<file path="config.mk">
export PLATFORM = sky130hd
export DESIGN_NAME = register_command_sequencer
export DESIGN_NICKNAME = d
export VERILOG_FILES = /design/src/rtl/register_command_sequencer.sv
export SDC_FILE = /design/constraint.sdc
export NUM_CORES = 1
export LEC_CHECK = 0
export ABC_AREA = 0
export CAP_MARGIN = 15
export CORE_MARGIN = 4
export CORE_UTILIZATION = 47
export DETAILED_ROUTE_END_ITERATION = 6
export PLACE_DENSITY_LB_ADDON = 0.05
export SYNTH_ARGS = -nofsm -noshare
export SYNTH_HDL_FRONTEND = slang
export SYNTH_SLANG_ARGS = --single-unit
</file>
<file path="constraint.sdc">
create_clock -name CLK -period 2.1 [get_ports CLK]
set_clock_uncertainty 0.05 [all_clocks]
set_input_delay 0.42 -clock CLK [delete_from_list [all_inputs] [get_ports CLK]]
set_output_delay 0.42 -clock CLK [all_outputs]
set_load 0.05 [all_outputs]
</file>
<file path="src/rtl/register_command_sequencer.sv">
// Command sequencer that drives the 4-bit shift register's mode, enable, data and serial-in pins.
// It accepts one shift, load or hold command at a time and runs it for the requested number of enabled cycles.
module register_command_sequencer #(
  parameter int unsigned WIDTH = 4,
  parameter int unsigned CNT_W = 3
) (
  input  logic             CLK,
  input  logic             RESET_L,
  input  logic             CMD_VALID,
  output logic             CMD_READY,
  input  logic [1:0]       CMD_OP,
  input  logic [CNT_W-1:0] CMD_CNT,
  input  logic [WIDTH-1:0] CMD_DATA,
  input  logic             CMD_SIN,
  output logic [1:0]       MODO,
  output logic             ENB,
  output logic [WIDTH-1:0] D,
  output logic             S_IN,
  output logic             BUSY,
  output logic             DONE
);

  localparam logic [1:0] OP_LOAD = 2'b10;
  localparam logic [1:0] OP_HOLD = 2'b11;

  typedef enum logic [1:0] {
    ST_IDLE   = 2'd0,
    ST_ACTIVE = 2'd1,
    ST_DONE   = 2'd2
  } state_e;

  state_e             state_q, state_d;
  logic [CNT_W-1:0]   cnt_q, cnt_d;
  logic [CNT_W-1:0]   cnt_eff;
  logic [1:0]         modo_q, modo_d;
  logic               enb_q, enb_d;
  logic [WIDTH-1:0]   d_q, d_d;
  logic               s_in_q, s_in_d;
  logic               busy_q, busy_d;
  logic               done_q, done_d;

  // Ready is a pure decode of the state register.
  assign CMD_READY = (state_q == ST_IDLE);

  // Next-state and next-output logic; pin values are computed for the state being entered.
  always_comb begin
    state_d = state_q;
    cnt_d   = cnt_q;
    modo_d  = modo_q;
    d_d     = d_q;
    s_in_d  = s_in_q;
    cnt_eff = '0;

    case (state_q)
      ST_IDLE: begin
        if (CMD_VALID) begin
          cnt_eff = (CMD_OP == OP_LOAD) ? CNT_W'(1) : CMD_CNT;
          cnt_d   = cnt_eff;
          modo_d  = CMD_OP;
          d_d     = CMD_DATA;
          s_in_d  = CMD_SIN;
          state_d = (cnt_eff == '0) ? ST_DONE : ST_ACTIVE;
        end
      end
      ST_ACTIVE: begin
        cnt_d = cnt_q - CNT_W'(1);
        if (cnt_q == CNT_W'(1)) begin
          state_d = ST_DONE;
        end
      end
      ST_DONE: begin
        state_d = ST_IDLE;
        modo_d  = OP_HOLD;
      end
      default: begin
        state_d = ST_IDLE;
        modo_d  = OP_HOLD;
      end
    endcase

    enb_d  = (state_d == ST_ACTIVE);
    busy_d = (state_d != ST_IDLE);
    done_d = (state_d == ST_DONE);
  end

  // State and registered pin outputs; reset abandons any command in flight.
  always_ff @(posedge CLK or negedge RESET_L) begin
    if (!RESET_L) begin
      state_q <= ST_IDLE;
      cnt_q   <= '0;
      modo_q  <= OP_HOLD;
      enb_q   <= 1'b0;
      d_q     <= '0;
      s_in_q  <= 1'b0;
      busy_q  <= 1'b0;
      done_q  <= 1'b0;
    end else begin
      state_q <= state_d;
      cnt_q   <= cnt_d;
      modo_q  <= modo_d;
      enb_q   <= enb_d;
      d_q     <= d_d;
      s_in_q  <= s_in_d;
      busy_q  <= busy_d;
      done_q  <= done_d;
    end
  end

  assign MODO = modo_q;
  assign ENB  = enb_q;
  assign D    = d_q;
  assign S_IN = s_in_q;
  assign BUSY = busy_q;
  assign DONE = done_q;

endmodule
</file>
# ---- After elaboration in Yosys (flattened, before gate mapping)
# Index checks and enable logic that the tools add are counted.
dict set report totals {
  reg_bits 15
  latchBits 0
  ramBits 0
  mem_bits_ro 0
  in_bits 13
  out_inout_bits 11
  elab_cells 32
  n_memories 0
}
dict set report classes {
  addsub 1
  n_mul 0
  div_mod_pow 0
  order_cmp 0
  n_eq_ne 6
  shift 0
  mux 9
  n_bitwise 1
  reduce_logical 7
}
# cell n
set op_table {}
lappend op_table {{$mux W2} 4}
lappend op_table {{$pmux W2 S2} 2}
lappend op_table {{$mux W3} 2}
lappend op_table {{$pmux W3 S2} 1}
lappend op_table {{$reduce_and A2 Y1} 3}
lappend op_table {{$eq A2 B1 Y1 const B} 2}
lappend op_table {{$eq A2 B2 Y1 const B} 2}
lappend op_table {{$reduce_bool A2 Y1} 2}
lappend op_table {{$eq A3 B1 Y1 const B} 1}
lappend op_table {{$logic_not A3 Y1} 1}
lappend op_table {{$sub A3 B1 Y3 const B} 1}
lappend op_table {{$logic_not A2 Y1} 1}
lappend op_table {{$ne A2 B2 Y1 const B} 1}
lappend op_table {{$not A1 Y1} 1}

# ---- Depth between registers and ports, before layout
# Gate-level depths: netlist of the first run.
dict set report logic_depth {
  depth_word 7
  depth_mapped 5
}

# ---- Worst setup path before layout of the first run
# No wires, ideal clock.
dict set report synth_timing {
  path_type {register -> output}
  startpoint {reg state_q[1]}
  endpoint {out CMD_READY}
  arrival_ps 1149
  setup_slack_ps 481
  stages_incl_launch_ff 3
  cell_sequence {dfrtp_1 -> buf_6 -> nor2_1}
}
dict set report synth_via {
  elab_chain_len 1
}
# element line
set synth_rtl {}
lappend synth_rtl {{start: declaration} 32} ;# state_e state_q, state_d;
lappend synth_rtl {{start signal: assignment} 98} ;# state_q <= state_d;
lappend synth_rtl {{$logic_not A2 Y1} -}
lappend synth_rtl {{end: declaration} 10} ;# output logic CMD_READY,
# Every way passes these cells.

# ---- Worst setup path after layout of the first run
dict set report layout_timing {
  startpoint {reg d_q[2] (netlist: D[2])}
  endpoint {out D[2]}
}
# element line
set layout_rtl {}
lappend layout_rtl {{start: declaration} 37} ;# logic [WIDTH-1:0] d_q, d_d;
lappend layout_rtl {{start signal: assignment} 93} ;# d_q <= '0;
lappend layout_rtl {{start signal: assignment} 102} ;# d_q <= d_d;
lappend layout_rtl {{end: declaration} 17} ;# output logic [WIDTH-1:0] D,
# No word-level cell between the ends.

==> flow_summary.ini, run 1 <==
[logic_synthesis]
ys_seq_area_share_pct = 52.4
synth_ff_type = dfrtp_1
ys_seq_elements = 15
synth_edf_count = 0
synth_nets = 74
yosys-top-cells-count = 13 x dfrtp_1, 7 x a21oi_1, 5 x mux2_2, 5 x nor2_1, 4 x inv_1
synthCells = 59
yosysUniqueCellTypes = 24
syn_area_um2 = 721
avgSynthCellArea_um2 = 12.2
yosys.area.top_type = dfrtp_1
synth-async-reset-ratio_pct = 100
yosys.cell_count.top_type = dfrtp_1
synth_top_area_share_pct = 45.1
synth_area_leaders = dfrtp_1 45%, mux2_2 7.8%, dfstp_2 7.3%, a21oi_1 4.9%, ha_1 3.5%
yosys_warnings = 0

[clock_tree]
cts_buffers = 3
htree_levels = 1
cts_tree = built
cts_root_buf = clkbuf_4
cts_resized = 0
path_clk_slew_ns = 0.10
cts.sinks = 15
post_cts_buffers = 0
clk_latency_ns = 0.29
clockBufferDepth = 2
hold_buffers = 0

[placement]
post-place-cells = 96
place_congestion = 0.765
place_area_um2 = 947
portBuffers = 23
dpl.hpwl_um = 1160

[timing]
period_minus_slack_ns = 1.92
fin_crit_sh_pct = 91.3
hold_viol_final = 0
max_slew_margin_pct = 56.8
tightest_slew_ns = 0.647
setup_tns_ns = 0
setup_violations = 0
max_freq_ghz = 0.521
rsz0062_at_grt = no
drv_slew = 0

[detailed_routing]
first_pass_iters = 4
drt_iter0_drc = 4
vias = 553
antenna_left = 0
viasPerCell = 5.53
wl_per_cell_um = 15.1
drc = 0
routed_wl_um = 1510

[global_route]
grt_usage_pct = 16.0
grt_pass1_vias = 559
grt_max_degree = 16
grt_pass1_wl_um = 2390
gr-total-overflow = 0
antenna_found_initial = 0

[flow_run]
cap_violations = 0

[power_and_ir_drop]
power.density_nw_per_um2 = 1690
power.leakage_nw = 0.415
peakVddDrop_v = 0.000853

[critical_path]
end_kind = output port
start_kind = register
path_class = reg2out
cp_top_family = buffers and inverters
cp_num_cells = 1
crit_fanout = 2
path_buf_inv = 1
crit_chain = clkdlybuf4s50_1
critPathMaxStageDelay_ns = 0.80
reg2reg_depth = 2
required_ns = 1.63
cp_slowest_cell = clkdlybuf4s50_1
arrival_ns = 1.45

[die]
floorplan.rows = 13
die_area_um2 = 2220
start_util_pct = 52.7
die_height_um = 47.2
pin_count = 24
core_um2 = 1370
die_x_um = 47.2

[status]
outcome = finished, final reports clean

[min_path]
whs_path_depth = 1
hold_path.class = reg2reg

[layout]
fin_area_um2 = 975
diodes = 0
drive_gt1_share_pct = 23.5
syn_to_final_growth_pct = 35.2
fin_nets = 101
stdcell_count = 100
fillerInstances = 102
## path summary, 6_finish.rpt
path	startpoint	to	slack, ns
min in group asynchronous	RESET_L	state_q[0]	0.47
worst max-delay path	D[2]	D[2]	0.18
worst min register to register	D[1]	D[1]	0.46
worst max register to register	state_q[1]	D[2]	0.59
max in group asynchronous	RESET_L	cnt_q[0]	1.11
worst min-delay path	D[1]	D[1]	0.46
## logic make-up after synthesis
| kind of cell | Yosys count | share of synthesized area [%] |
|---|---|---|
| simple gates | 15 | 14.2 |
| flops | 15 | 52.4 |
| compound gates | 16 | 16.8 |
| buf+inv | 6 | 5.21 |
| fa+ha+maj | 2 | 3.47 |
| mux | 5 | 7.81 |
## flip-flops by register name, summed over array words and instances, names as in the netlist
signal,count
BUSY,1
D,4
DONE,1
ENB,1
MODO,2
S_IN,1
cnt_q,3
state_q,2
## stage by stage
| step | utilization, % | hold WS [ns] | total power [mW] | setup slack, ns |
|---|---|---|---|---|
| floorplan | - | 0.0744 | 1.22 | 0.481 |
| global placement | 69.3 | 0.439 | 1.47 | 0.266 |
| detailed placement | 69.3 | 0.445 | 1.49 | 0.224 |
| CTS | 71.3 | 0.467 | 1.66 | 0.161 |
| global route | 71.3 | 0.485 | 1.75 | 0.131 |
| finish | 71.3 | 0.463 | 1.65 | 0.182 |
## area by class of cell
type	instances	area, µm²	share of cell area [%]
Clock buffer	3	22.5	2.31
Clock inverter	1	5.00	0.513
Inverter	4	15.0	1.54
Multi-Input combinational cell	38	305	31.3
Sequential cell	15	378	38.8
Tap cell	15	18.8	1.93
Timing Repair Buffer	24	230	23.6
## cells in the final DEF, fill, tap and decap left out, drive strengths merged, types with 2 or more instances in the layout
cell | synthesis | layout
clkdlybuf4s50 | 0 | 20
dfrtp | 13 | 13
a21oi | 7 | 7
nor2 | 5 | 5
mux2 | 5 | 5
inv | 4 | 4
buf | 2 | 4
clkbuf | 0 | 3
dfstp | 2 | 2
nor4b | 2 | 2
o32ai | 2 | 2
o21bai | 2 | 2
ha | 2 | 2
a211oi | 2 | 2
## per-layer routing
| metal | global-route usage [%] | vias up | wire, µm |
|---|---|---|---|
| met3 | 3.45 | 2 | 70 |
| met4 | 9.94 | 0 | 10 |
| met2 | 28.2 | 13 | 774 |
| li1 | - | 265 | - |
| met5 | 0 | - | 0 |
| met1 | 17.1 | 273 | 653 |
## report_power, final
| group | switching, mW | internal [mW] |
|---|---|---|
| combinational | 0.574 | 0.363 |
| clock | 0.0978 | 0.0708 |
| sequential | 0.106 | 0.435 |
| total | 0.778 | 0.869 |
Note: power is estimated with default switching activity, not from simulation.
==> inputs of run 2 (changes only) <==
- SKIP_CTS_REPAIR_TIMING: not set -> 1
==> results of run 2 <==
Final layout, timing and power as in run 1 (identical DEF).
